$ cat config.mk
export PLATFORM = sky130hd
export DESIGN_NAME = spi_request_arbiter_flat
export DESIGN_NICKNAME = d
export VERILOG_FILES = /design/src/rtl/spi_arb_pkg.sv /design/src/rtl/spi_request_arbiter_if.sv /design/src/rtl/spi_request_arbiter_rr.sv /design/src/rtl/spi_request_arbiter.sv /design/src/flat_wrapper.sv
export SDC_FILE = /design/constraint.sdc
export NUM_CORES = 1
export LEC_CHECK = 0
export ABC_AREA = 1
export CORE_MARGIN = 2
export CORE_UTILIZATION = 40
export CTS_CLUSTER_DIAMETER = 30
export DETAILED_ROUTE_END_ITERATION = 10
export PLACE_DENSITY = 0.85
export SETUP_SLACK_MARGIN = 0.2
export SYNTH_ARGS = -nofsm -noshare
export SYNTH_HDL_FRONTEND = slang
export SYNTH_SLANG_ARGS = --single-unit
$ cat constraint.sdc
create_clock -name clk -period 2.8 [get_ports clk]
set_input_delay 0.56 -clock clk [delete_from_list [all_inputs] [get_ports clk]]
set_output_delay 0.56 -clock clk [all_outputs]
set_load 0.005 [all_outputs]
$ cat src/rtl/spi_arb_pkg.sv
// Shared types and constants for the SPI request arbiter slice.
package spi_arb_pkg;

    localparam int CMD_W         = 64;
    localparam int LEN_W         = 3;
    localparam int CSR_W         = 4;
    localparam int CSR_START_BIT = 3;

    typedef enum logic [1:0] {
        IDLE   = 2'd0,
        LAUNCH = 2'd1,
        WAIT   = 2'd2,
        RESP   = 2'd3
    } arb_state_e;

    // Build the controller csr[4:1] control word from a start flag and a length code.
    function automatic logic [CSR_W-1:0] csr_word(input logic start, input logic [LEN_W-1:0] len);
        logic [CSR_W-1:0] w;
        w                = '0;
        w[LEN_W-1:0]     = len;
        w[CSR_START_BIT] = start;
        return w;
    endfunction

endpackage

$ cat src/rtl/spi_request_arbiter_if.sv
// Requester-side bus of the SPI request arbiter: request/command in, grant/done/response out.
interface spi_request_arbiter_if
    import spi_arb_pkg::*;
#(
    parameter int NUM_REQ = 2
);

    logic [NUM_REQ-1:0]       req;
    logic [NUM_REQ*CMD_W-1:0] req_cmd;
    logic [NUM_REQ*LEN_W-1:0] req_len;
    logic [NUM_REQ-1:0]       gnt;
    logic [NUM_REQ-1:0]       done;
    logic [CMD_W-1:0]         rsp;
    logic                     err;

    // Requester side: raises requests, receives grants and completions.
    modport master (
        output req, req_cmd, req_len,
        input  gnt, done, rsp, err
    );

    // Arbiter side.
    modport slave (
        input  req, req_cmd, req_len,
        output gnt, done, rsp, err
    );

endinterface

$ cat src/rtl/spi_request_arbiter_rr.sv
// Combinational round-robin picker: first active request at or after ptr, wrapping.
module rr_arbiter #(
    parameter int N = 2,
    localparam int IDX_W = $clog2(N)
) (
    input  logic [N-1:0]     req,
    input  logic [IDX_W-1:0] ptr,
    output logic [N-1:0]     gnt,
    output logic [IDX_W-1:0] idx,
    output logic             valid
);

    logic [IDX_W-1:0] cand_s;
    logic             hit_s;

    // Scan N candidates starting at ptr; the first requesting one wins.
    always_comb begin
        gnt    = '0;
        idx    = '0;
        valid  = 1'b0;
        cand_s = '0;
        hit_s  = 1'b0;
        for (int off = 0; off < N; off++) begin
            cand_s      = IDX_W'((int'(ptr) + off) % N);
            hit_s       = req[cand_s] & ~valid;
            gnt[cand_s] = hit_s;
            idx         = hit_s ? cand_s : idx;
            valid       = valid | hit_s;
        end
    end

endmodule

$ cat src/rtl/spi_request_arbiter.sv
// Shares one spi_controller among NUM_REQ requesters: round-robin grant, launch,
// wait for completion (or start timeout), return response to the granted requester.
module spi_request_arbiter
    import spi_arb_pkg::*;
#(
    parameter int NUM_REQ       = 2,
    parameter int START_TIMEOUT = 16
) (
    input  logic                 clk,
    input  logic                 rst,
    spi_request_arbiter_if.slave bus,
    output logic [CMD_W-1:0]     spi_command,
    output logic [CSR_W-1:0]     spi_csr_ctl,
    input  logic                 spi_busy,
    input  logic [CMD_W-1:0]     spi_response
);

    localparam int IDX_W = $clog2(NUM_REQ);
    localparam int CNT_W = $clog2(START_TIMEOUT + 1);
    localparam logic [CNT_W-1:0] CNT_LAST = CNT_W'(START_TIMEOUT - 1);
    localparam logic [CNT_W-1:0] CNT_MAX  = CNT_W'(START_TIMEOUT);
    localparam logic [IDX_W-1:0] IDX_TOP  = IDX_W'(NUM_REQ - 1);

    arb_state_e          state_r;
    arb_state_e          state_nxt_s;
    logic [IDX_W-1:0]    ptr_r;
    logic [IDX_W-1:0]    sel_idx_r;
    logic [LEN_W-1:0]    len_r;
    logic [CNT_W-1:0]    cnt_r;
    logic [CMD_W-1:0]    cmd_r;
    logic [CSR_W-1:0]    csr_r;
    logic [NUM_REQ-1:0]  gnt_r;
    logic [NUM_REQ-1:0]  done_r;
    logic [CMD_W-1:0]    rsp_r;
    logic                err_r;

    logic [NUM_REQ-1:0]  arb_gnt_s;
    logic [IDX_W-1:0]    arb_idx_s;
    logic                arb_valid_s;
    logic [CMD_W-1:0]    arb_cmd_s;
    logic [LEN_W-1:0]    arb_len_s;
    logic                launch_s;
    logic                tmo_s;
    logic [NUM_REQ-1:0]  gnt_nxt_s;
    logic [NUM_REQ-1:0]  done_nxt_s;
    logic                err_nxt_s;
    logic [CSR_W-1:0]    csr_nxt_s;

    rr_arbiter #(.N(NUM_REQ)) u_rr (
        .req   (bus.req),
        .ptr   (ptr_r),
        .gnt   (arb_gnt_s),
        .idx   (arb_idx_s),
        .valid (arb_valid_s)
    );

    assign arb_cmd_s = bus.req_cmd[arb_idx_s*CMD_W +: CMD_W];
    assign arb_len_s = bus.req_len[arb_idx_s*LEN_W +: LEN_W];

    // Pointer advance after a grant, wrapping the top requester back to 0.
    function automatic logic [IDX_W-1:0] next_ptr(input logic [IDX_W-1:0] w);
        return (w == IDX_TOP) ? '0 : (w + IDX_W'(1));
    endfunction

    // FSM state register.
    always_ff @(posedge clk or negedge rst) begin
        if (!rst) begin
            state_r <= IDLE;
        end else begin
            state_r <= state_nxt_s;
        end
    end

    // Next-state logic; a busy controller in IDLE means foreign use, so no launch.
    always_comb begin
        state_nxt_s = state_r;
        case (state_r)
            IDLE: begin
                if (arb_valid_s && !spi_busy) begin
                    state_nxt_s = LAUNCH;
                end else begin
                    state_nxt_s = IDLE;
                end
            end
            LAUNCH: begin
                if (spi_busy) begin
                    state_nxt_s = WAIT;
                end else if (cnt_r >= CNT_LAST) begin
                    state_nxt_s = RESP;
                end else begin
                    state_nxt_s = LAUNCH;
                end
            end
            WAIT: begin
                if (!spi_busy) begin
                    state_nxt_s = RESP;
                end else begin
                    state_nxt_s = WAIT;
                end
            end
            RESP:    state_nxt_s = IDLE;
            default: state_nxt_s = IDLE;
        endcase
    end

    // Output decode from the upcoming state; results are registered below.
    always_comb begin
        launch_s   = (state_r == IDLE) && (state_nxt_s == LAUNCH);
        tmo_s      = (state_r == LAUNCH) && !spi_busy && (cnt_r >= CNT_LAST);
        gnt_nxt_s  = '0;
        done_nxt_s = '0;
        err_nxt_s  = 1'b0;
        csr_nxt_s  = '0;
        if (launch_s) begin
            gnt_nxt_s = arb_gnt_s;
        end else begin
            gnt_nxt_s = '0;
        end
        case (state_nxt_s)
            LAUNCH:  csr_nxt_s = csr_word(1'b1, launch_s ? arb_len_s : len_r);
            WAIT:    csr_nxt_s = csr_word(1'b0, len_r);
            RESP: begin
                done_nxt_s = NUM_REQ'(1) << sel_idx_r;
                err_nxt_s  = tmo_s;
            end
            default: csr_nxt_s = '0;
        endcase
    end

    // Grant bookkeeping: latch winner, its command and length, advance the RR pointer.
    always_ff @(posedge clk or negedge rst) begin
        if (!rst) begin
            ptr_r     <= '0;
            sel_idx_r <= '0;
            len_r     <= '0;
            cmd_r     <= '0;
        end else if (launch_s) begin
            ptr_r     <= next_ptr(arb_idx_s);
            sel_idx_r <= arb_idx_s;
            len_r     <= arb_len_s;
            cmd_r     <= arb_cmd_s;
        end else begin
            ptr_r     <= ptr_r;
            sel_idx_r <= sel_idx_r;
            len_r     <= len_r;
            cmd_r     <= cmd_r;
        end
    end

    // Start-timeout counter: cleared on entry to LAUNCH, counts LAUNCH cycles, saturates.
    always_ff @(posedge clk or negedge rst) begin
        if (!rst) begin
            cnt_r <= '0;
        end else if (launch_s) begin
            cnt_r <= '0;
        end else if ((state_r == LAUNCH) && (cnt_r != CNT_MAX)) begin
            cnt_r <= cnt_r + CNT_W'(1);
        end else begin
            cnt_r <= cnt_r;
        end
    end

    // Registered handshake outputs; response is kept on timeout so stale data is not overwritten.
    always_ff @(posedge clk or negedge rst) begin
        if (!rst) begin
            gnt_r  <= '0;
            done_r <= '0;
            err_r  <= 1'b0;
            csr_r  <= '0;
            rsp_r  <= '0;
        end else begin
            gnt_r  <= gnt_nxt_s;
            done_r <= done_nxt_s;
            err_r  <= err_nxt_s;
            csr_r  <= csr_nxt_s;
            if ((state_nxt_s == RESP) && !tmo_s) begin
                rsp_r <= spi_response;
            end else begin
                rsp_r <= rsp_r;
            end
        end
    end

    assign bus.gnt     = gnt_r;
    assign bus.done    = done_r;
    assign bus.err     = err_r;
    assign bus.rsp     = rsp_r;
    assign spi_command = cmd_r;
    assign spi_csr_ctl = csr_r;

endmodule

$ cat src/flat_wrapper.sv
// flat-port wrapper written by rule: the top's interface ports become plain ports
module spi_request_arbiter_flat import spi_arb_pkg::*;
#(
    parameter int NUM_REQ       = 2,
    parameter int START_TIMEOUT = 16
)
  (clk, rst, spi_command, spi_csr_ctl, spi_busy, spi_response, bus_req, bus_req_cmd, bus_req_len, bus_gnt, bus_done, bus_rsp, bus_err);
  spi_request_arbiter_if #(.NUM_REQ(NUM_REQ)) bus_i ();
  input  logic clk;
  input  logic rst;
  output logic [CMD_W-1:0] spi_command;
  output logic [CSR_W-1:0] spi_csr_ctl;
  input  logic spi_busy;
  input  logic [CMD_W-1:0] spi_response;
  input wire logic [$bits(bus_i.req)-1:0] bus_req;
  input wire logic [$bits(bus_i.req_cmd)-1:0] bus_req_cmd;
  input wire logic [$bits(bus_i.req_len)-1:0] bus_req_len;
  output wire logic [$bits(bus_i.gnt)-1:0] bus_gnt;
  output wire logic [$bits(bus_i.done)-1:0] bus_done;
  output wire logic [$bits(bus_i.rsp)-1:0] bus_rsp;
  output wire logic [$bits(bus_i.err)-1:0] bus_err;
  assign bus_i.req = bus_req;
  assign bus_i.req_cmd = bus_req_cmd;
  assign bus_i.req_len = bus_req_len;
  assign bus_gnt = bus_i.gnt;
  assign bus_done = bus_i.done;
  assign bus_rsp = bus_i.rsp;
  assign bus_err = bus_i.err;
  spi_request_arbiter #(.NUM_REQ(NUM_REQ), .START_TIMEOUT(START_TIMEOUT)) u_core (.clk(clk), .rst(rst), .bus(bus_i), .spi_command(spi_command), .spi_csr_ctl(spi_csr_ctl), .spi_busy(spi_busy), .spi_response(spi_response));
endmodule
* Word level (Yosys, flattened, before mapping)
Index checks and enable logic that the tools add are counted.
** Word-level totals
- Memories kept :: 0
- Input port bits :: 203
- Bits in read-only memories :: 0
- Output and inout port bits :: 137
- Latch bits :: 0
- Bits in writable memories :: 0
- Flip-flop bits (word level) :: 149
** Operators by class
- Multiply operators :: 1
- Reduce and logical (&&, ||, !) cells :: 12
- Magnitude comparators :: 5
- Equal/unequal tests :: 7
- Multiplexer cells :: 24
- Shifts and indexed selects :: 3
- $add $sub $neg :: 3
- Div/mod/pow operators :: 0
- Bitwise gates (word level) :: 4
** Operators with widths (number)
- $shiftx 128x8->64 :: 1
- $mux 1 :: 12
- $mux 5 :: 2
- $eq 2x2->1 const B :: 4
- $logic_and 1x1->1 :: 8
- $mux 2 :: 4
- $pmux 2 s4 :: 1
- $pmux 4 s2 :: 1
- $shiftx 6x4->3 :: 1
- $add 5x1->5 const B :: 1
- $ge 5x4->1 const B :: 1
- $ne 5x5->1 const B :: 1
- $eq 2x1->1 const B :: 2
- $lt 1x2->1 const B :: 2
- $mul 1x2->3 const B :: 1
- $mux 3 :: 1
- $add 1x1->1 const B :: 2
- $and 2x2->2 :: 1
- $bwmux 2 :: 1
- $demux 1 s1 :: 2
- $ge 1x1->1 const B :: 2
- $logic_not 1->1 :: 2
- $logic_not 2->1 :: 1
- $reduce_bool 2->1 :: 1
- other kinds (4) :: 4

* Longest topological paths before layout
Gate-level depths: netlist of the first run.
- Word-level depth :: 12
- Depth in mapped cells :: 16
- Mapped depth without buffers :: 14

* Modules after synthesis
From an unflattened synthesis of the first run, not the netlist that was laid out.
** Second synthesis, totals
- Cell total of the unflattened synthesis :: 751
- Area, all modules :: 6656.4 sq um
** Modules (own cells, without submodules)
- spi_request_arbiter :: area each 6601.3 sq um, cells each 737, times used 1
- rr_arbiter :: area each 55.1 sq um, cells each 14, times used 1

* Least setup slack after synthesis of the first run
No wires, ideal clock.
- Path type :: register to register
- From :: reg u_core.cnt_r[0]
- To :: reg u_core.cmd_r[30] (netlist: u_core.spi_command[30])
- Stages on the path, launching flop included :: 17
- Path buffers :: 2
- Setup slack :: 530 ps
- Required time :: 2731 ps
- Data arrival time :: 2201 ps
- Path through :: dfrtp_1 > ha_1 > inv_1 > nor3_1 > ha_1 > nor2_1 > nand3_1 > a21oi_1 > ha_1 > inv_2 > nor2_8 > nand2_2 > inv_2 > buf_6 > buf_8 > nand2_2 > nand3_1
** Between the ends
- Cells in the longest elaborated chain, start to end :: 6
** Ends and longest elaborated chain
- start: declaration :: RTL line spi_request_arbiter.sv:29 : logic [CNT_W-1:0] cnt_r;
- start signal: assignment :: RTL line spi_request_arbiter.sv:157 : cnt_r <= cnt_r + CNT_W'(1);
- start signal: assignment :: RTL line spi_request_arbiter.sv:159 : cnt_r <= cnt_r;
- $ge 5x4->1 :: RTL line spi_request_arbiter.sv:88 : end else if (cnt_r >= CNT_LAST) begin
- $mux 2 :: RTL line spi_request_arbiter.sv:88
- $mux 2 :: RTL line spi_request_arbiter.sv:86 : if (spi_busy) begin
- $pmux 2 s4 :: RTL line spi_request_arbiter.sv:77 : case (state_r)
- $eq 2x1->1 :: RTL line spi_request_arbiter.sv:108 : launch_s = (state_r == IDLE) && (state_nxt_s == LAUNCH);
- $logic_and 1x1->1 :: RTL line spi_request_arbiter.sv:108
- end signal: assignment :: RTL line spi_request_arbiter.sv:141 : cmd_r <= arb_cmd_s;
- end signal: assignment :: RTL line spi_request_arbiter.sv:146 : cmd_r <= cmd_r;
- end: declaration :: RTL line spi_request_arbiter.sv:30 : logic [CMD_W-1:0] cmd_r;
Every way passes these cells.
A chain may end at the register's enable or synchronous reset.

* Worst setup path in the final report of the first run
- From :: reg u_core.cnt_r[0]
- To :: reg u_core.cmd_r[9] (netlist: u_core.spi_command[9])
The elaborated chain is that of the path after synthesis.

==> results.sh, run 1 <==
export IMPL_endpoint_kind="register"
export IMPL_dp_cells=1258
export IMPL_power_frac_seq_pct=34.8
export IMPL_rows=46
export IMPL_clkPwrFrac_pct=23.0
export IMPL_synth_edf_count=0
export IMPL_synth_simple_area_share_pct=34.07
export IMPL_setup_tns_ps=0
export IMPL_coreArea_sq_mm=0.01589
export IMPL_start_util_pct=40.88
export IMPL_synth_fa_ha_area_share_pct=1.156
export IMPL_synth_seq_cells=149
export IMPL_gr_usage_all_layers_pct=24.51
export IMPL_final_layout_size_suffix_gt1_share_pct=7.050
export IMPL_synth_top_family_by_area="simple AND/OR/NAND/NOR gates"
export IMPL_fin_crit_ps=2497
export IMPL_topRoutingLayerUsed="met4"
export IMPL_wl_met1_um=8154
export IMPL_period_share_pct=89.17
export IMPL_grt_pass1_vias=6452
export IMPL_met2_length_um=11040
export IMPL_place_area_sq_mm=0.01002
export IMPL_cts_tree="done"
export IMPL_status="completed"
export IMPL_avgRoutedWirePerCell_um=17.03
export IMPL_route_met3_wl_um=2015
export IMPL_synth_area_sq_mm=0.006494
export IMPL_dr_pass1_iters=8
export IMPL_die_y_um=131.4
export IMPL_synthXorXnorAreaFrac_pct=0
export IMPL_antenna_found_initial=0
export IMPL_grt_max_degree=72
export IMPL_dieArea_sq_mm=0.01727
export IMPL_route_detailed_drc=0
export IMPL_yosysTopAreaCell="dfrtp_1"
export IMPL_finalNetCount=1274
export IMPL_synth_warnings=0
export IMPL_ys_seq_area_share_pct=57.42
export IMPL_pre_cts_slack_ps=177.8
export IMPL_clock_latency_ps=410
export IMPL_synth_most_common_cell="nand2_1"
export IMPL_intPower_w=0.007048
export IMPL_num_vias=6562
export IMPL_synth_area_leaders="dfrtp_1, nand3_1, nand2_1, buf_6, nand2_2"
export IMPL_skew_ps=9.573
export IMPL_crit_start="u_core.cnt_r[0]"
export IMPL_async_reset_ff_share_pct=100.0
export IMPL_synth_mux_area_share_pct=0
export IMPL_critPathKind="reg2reg"
export IMPL_finalHoldViolations=0
export IMPL_start_kind="register"
export IMPL_synth_compound_area_share_pct=0.9056
export IMPL_fp_dieW_um=131.4
export IMPL_drtIter0Drc=370
export IMPL_p_sw_w=0.003384
export IMPL_insertedDiodeCount=0
export IMPL_ys_flop_type="dfrtp_1"
export IMPL_clock_sinks=149
export IMPL_fmax_ghz=0.4005
export IMPL_p_leak_nw=4.963
export IMPL_design_power_total_w=0.01043
export IMPL_netlist_top_cells_count="nand2_1, nand3_1, dfrtp_1"
export IMPL_cts_buffer_depth=2
export IMPL_grt_pass1_wl_um=33630
export IMPL_setup_violations=0
export IMPL_tightest_slew_ps=649.0
export IMPL_areaGrowthSynthToFinish_pct=65.55
export IMPL_hp_class="in2async"
export IMPL_drv_slew=0
export IMPL_synth_distinct_cells=21
export IMPL_p_sw_share_pct=32.44
export IMPL_pwr_share_comb_pct=42.2
export IMPL_slew_headroom_pct=56.73
export IMPL_place_congestion=0.8622
export IMPL_totalWireLength_um=22030
export IMPL_syn_inst=736
export IMPL_setup_slack_ps=303.2
export IMPL_clkTransAtPathRegs_ps=60
export IMPL_cp_max_fo=26
export IMPL_io_buffers=339
export IMPL_syn_area_per_cell_sq_um=8.823
export IMPL_grt_overflow=0
export IMPL_final_cells=1294
export IMPL_arrival_ps=2790
export IMPL_final_area_sq_mm=0.01075
export IMPL_p_per_area_mw_per_mm2=970.4
export IMPL_cp_required_ps=3090
export IMPL_ios=340
export IMPL_dp_hpwl_um=15440
export IMPL_peakVddDrop_v=0.0004703
export IMPL_cts_made_buffers=17
export IMPL_cts_htree_levels=4
export IMPL_maxCapViolCount=0
export IMPL_yosysTopAreaCellShare_pct=57.42
export IMPL_avgViaCountPerCell=5.071
export IMPL_reg2reg_from="u_core.cnt_r[0]"
export IMPL_ant_nets=0
export IMPL_syn_nets=945
export IMPL_clock_root_buffer="clkbuf_16"
export IMPL_rsz0062_at_grt="false"
## sequential cells by signal, indices dropped and copies added, names as in the netlist, 2 cells and up
signal              count
u_core.bus.done         2
u_core.bus.gnt          2
u_core.bus.rsp         64
u_core.cnt_r            5
u_core.len_r            3
u_core.spi_command     64
u_core.spi_csr_ctl      4
u_core.state_r          2
## power groups by stage
stage / Combinational, W / Sequential (W) / Clock [W]
3_3_place_gp: 0.00416 / 0.00362 / 0
3_5_place_dp: 0.00428 / 0.00365 / 0
6_report: 0.00440 / 0.00363 / 0.00240
4_1_cts: 0.00431 / 0.00363 / 0.00245
5_1_grt: 0.00475 / 0.00374 / 0.00253
2_1_floorplan: 0.00161 / 0.00368 / 0
## final timing paths
path                                          endpoint  slack [ps]  cells after the start
worst min-delay path                 u_core.bus.rsp[4]         150                      1
worst max-delay path             u_core.spi_command[9]         300                     13
worst min register to register      u_core.bus.rsp[14]         470                      2
worst max register to register   u_core.spi_command[9]         300                     13
max in group asynchronous       u_core.spi_command[38]        1820                      2
min in group clk                    u_core.bus.rsp[14]         470                      2
## stage by stage
stage / hold WS (ps) / utilization [%]
after floorplan: 264.4 / -
after global placement: 452.2 / 63.07
after detailed placement: 457.8 / 63.07
after CTS: 161.4 / 66.93
after global routing: 186.2 / 67.67
final: 147.8 / 67.67
## area by class of cell
cell class / count / area (sq um)
Fill cell: 1221 / 5135
Sequential cell: 149 / 3729
Timing Repair Buffer: 358 / 3692
Multi-Input combinational cell: 520 / 2375
Clock buffer: 20 / 436.7
Tap cell: 216 / 270.3
Clock inverter: 12 / 173.9
Inverter: 19 / 73.82
## cells by family after synthesis
family                   Yosys count
AO/OA/AOI/OAI                     11
adder cells (fa/ha/maj)            6
buffers and inverters             67
flip-flops                       149
AND/OR/NAND/NOR                  503
## critical path: stages, from the launching register on
cell,delay [ps]
dfrtp_1,410
ha_1,210
inv_1,90
nor3_1,60
ha_1,200
nor2_2,130
nand3_1,110
a21oi_2,170
ha_2,250
buf_4,140
nand3_4,180
clkbuf_16,260
nand2_1,80
nand3_1,80
## per-layer routing
metal  vias up  global-route usage, %
met2       320                  41.27
li1       3067                      -
met5         -                      0
met1      3126                  27.95
met3        49                  8.488
met4         0                  11.59
## layout by cell type, fill, tap and decap left out, drive strengths merged
master,n
clkdlybuf4s50,338
nand2,281
nand3,206
dfrtp,149
clkbuf,23
inv,22
buf,17
nor2,11
ha,6
o21ai,5
a21oi,5
clkinv,4
bufinv,4
nand4,3
nor3,2
o22a,1
clkinvlp,1
## repair_timing
item	in CTS	in global routing
hold buffers	0	0
endpoints found under the setup margin	49	99
pin swaps	0	1
gates cloned	0	3
gates resized for setup	1	9
setup buffers	0	1
No activity file was read; power rests on OpenSTA's default activity.
==> inputs of run 2 (changes only) <==
--- a/config.mk
+++ b/config.mk
@@ -6,11 +6,13 @@
 export NUM_CORES = 1
 export LEC_CHECK = 0
 export ABC_AREA = 1
+export CORE_ASPECT_RATIO = 1.5
 export CORE_MARGIN = 2
-export CORE_UTILIZATION = 40
+export CORE_UTILIZATION = 30
 export CTS_CLUSTER_DIAMETER = 30
+export CTS_CLUSTER_SIZE = 10
 export DETAILED_ROUTE_END_ITERATION = 10
-export PLACE_DENSITY = 0.85
+export PLACE_DENSITY = 0.68
 export SETUP_SLACK_MARGIN = 0.2
 export SYNTH_ARGS = -nofsm -noshare
 export SYNTH_HDL_FRONTEND = slang
==> run 2 against run 1 <==
Global-route usage shrank 6.8 points; core utilization decreased by 17 points; die area up 32%; power fell by 2.3%; design area increased by 0.36%; sequential share of layout area fell by 0.12 points; register-to-register slack better by 90 ps; via count decreased by 3.2%; critical endpoint is now u_core.spi_command[10].
==> results.sh, run 2 (synthesized netlist as in run 1, its figures left out) <==
export IMPL_status="completed"
export IMPL_design_power_total_w=0.01019
export IMPL_grt_pass1_vias=6195
export IMPL_rows=65
export IMPL_crit_slowest_cell="dfrtp_1"
export IMPL_skew_ps=6.967
export IMPL_avgRoutedWirePerCell_um=16.09
export IMPL_grt_max_degree=67
export IMPL_ios=340
export IMPL_final_common_cell="clkdlybuf4s50_1"
export IMPL_critPathKind="reg2reg"
export IMPL_die_y_um=184.2
export IMPL_hp_class="in2async"
export IMPL_setup_tns_ps=0
export IMPL_grt_pass1_wl_um=31370
export IMPL_cp_required_ps=3160
export IMPL_dp_cells=1314
export IMPL_insertedDiodeCount=0
export IMPL_finalHoldViolations=0
export IMPL_avgViaCountPerCell=4.711
export IMPL_num_vias=6350
export IMPL_fmax_ghz=0.4161
export IMPL_gr_usage_all_layers_pct=17.72
export IMPL_route_detailed_drc=0
export IMPL_antenna_found_initial=0
export IMPL_dieArea_sq_mm=0.02286
export IMPL_max_stage_delay_ps=400
export IMPL_drtIter0Drc=209
export IMPL_totalWireLength_um=21680
export IMPL_p_per_area_mw_per_mm2=944.4
export IMPL_finalNetCount=1277
export IMPL_fin_crit_ps=2403
export IMPL_ant_nets=0
export IMPL_start_util_pct=30.71
export IMPL_areaGrowthSynthToFinish_pct=66.15
export IMPL_dp_hpwl_um=14620
export IMPL_dr_pass1_iters=4
export IMPL_fillers=1988
export IMPL_cts_htree_levels=4
export IMPL_most_common_layout_cells="clkdlybuf4s50_1, nand2_1, nand3_1"
export IMPL_grt_overflow=0
export IMPL_cts_hold_buf=0
export IMPL_coreArea_sq_mm=0.02115
export IMPL_cts_buffer_depth=2
export IMPL_slew_headroom_pct=65.33
export IMPL_period_share_pct=85.82
export IMPL_tightest_slew_ps=520.1
export IMPL_postCtsSetupBuffers=0
export IMPL_place_congestion=0.8164
export IMPL_peakVddDrop_v=0.0003819
export IMPL_io_buffers=339
export IMPL_setup_violations=0
export IMPL_maxCapViolCount=0
export IMPL_p_leak_nw=4.951
export IMPL_cts_resized=0
export IMPL_cts_made_buffers=17
export IMPL_cts_tree="done"
export IMPL_fp_dieW_um=124.1
export IMPL_rsz0062_at_grt="false"
export IMPL_clkTransAtPathRegs_ps=60
export IMPL_clock_sinks=149
export IMPL_pre_cts_slack_ps=222.9
export IMPL_worstPathCellList="ha_1 -> inv_1 -> nor3_1 -> ha_1 -> nor2_1 -> nand3_1 -> a21oi_2 -> ha_2 -> inv_2 -> nor2_8 -> nand2_2 -> inv_6 -> clkbuf_16 -> nand2_1 -> nand3_1"
export IMPL_final_layout_size_suffix_gt1_share_pct=7.037
export IMPL_start_kind="register"
export IMPL_clock_latency_ps=420
export IMPL_final_cells=1348
export IMPL_arrival_ps=2760
export IMPL_r2r_slack_ps=400
export IMPL_setup_slack_ps=396.9
export IMPL_clock_root_buffer="clkbuf_16"
export IMPL_whs_ps=97.07
export IMPL_cp_max_fo=17
export IMPL_drv_slew=0
export IMPL_endpoint_kind="register"
run 2: cell types whose count changed in the layout (fill, tap and decap cells not counted), sizes merged:
cell,before,now
buf,17,21
bufinv,4,2
clkbuf,23,26
clkinv,4,3
inv,22,20
run 2: final cells by class:
| class | count | area [sq um] | area share (%) |
|---|---|---|---|
| inverter | 19 | 76.32 | 0.7074 |
| clock buffer | 24 | 491.7 | 4.558 |
| tap | 268 | 335.3 | 3.108 |
| multi-input combinational | 520 | 2360 | 21.87 |
| clock inverter | 7 | 95.09 | 0.8814 |
| timing repair buffer | 361 | 3702 | 34.32 |
| sequential | 149 | 3729 | 34.56 |
run 2: power by group:
part / total [W] / leakage [nW] / internal, W / switching [W]
combinational: 0.00427 / 2.79 / 0.00242 / 0.00184
sequential: 0.00362 / 1.88 / 0.00311 / 0.000515
clock: 0.00230 / 0.287 / 0.00140 / 0.000898
run 2: path summary, 6_finish.rpt:
path	start	endpoint	cells past startpoint
setup / recovery	u_core.cnt_r[0]	u_core.spi_command[10]	15
hold / removal	rst	u_core.bus.rsp[7]	1
max in group asynchronous	rst	u_core.spi_command[45]	2
setup reg to reg	u_core.cnt_r[0]	u_core.spi_command[10]	15
hold reg to reg	u_core.bus.rsp[32]	u_core.bus.rsp[32]	2
min in group clk	u_core.bus.rsp[32]	u_core.bus.rsp[32]	2
run 2: routing by layer:
metal	routed length, um	part of all wire, %	global-route usage (%)	up-vias
li1	-	-	-	3064
met1	8150	38	19.60	2960
met2	11070	51	30.67	288
met3	1906	8.8	6.126	38
met4	553	2.6	7.056	0
met5	0	0	0	-
run 2: critical path, delay by kind of cell (launching register included):
family,cells,cell delay [ps]
buf+inv,4,470
simple gates,7,710
fa+ha+maj,3,600
flops,1,400
compound gates,1,160
run 2: per-stage QoR:
stage | util, % | cell area [sq um]
2_1_floorplan | - | 6494
3_3_place_gp | 47.83 | 10110
3_5_place_dp | 47.83 | 10110
4_1_cts | 50.60 | 10700
5_1_grt | 51.02 | 10790
6_report | 51.02 | 10790
==> inputs of run 3 (changes only) <==
--- a/config.mk
+++ b/config.mk
@@ -17,3 +17,4 @@
 export SYNTH_ARGS = -nofsm -noshare
 export SYNTH_HDL_FRONTEND = slang
 export SYNTH_SLANG_ARGS = --single-unit
+export TNS_END_PERCENT = 1
==> results of run 3 <==
The final DEF is identical to that of run 2; final timing and power are the same.
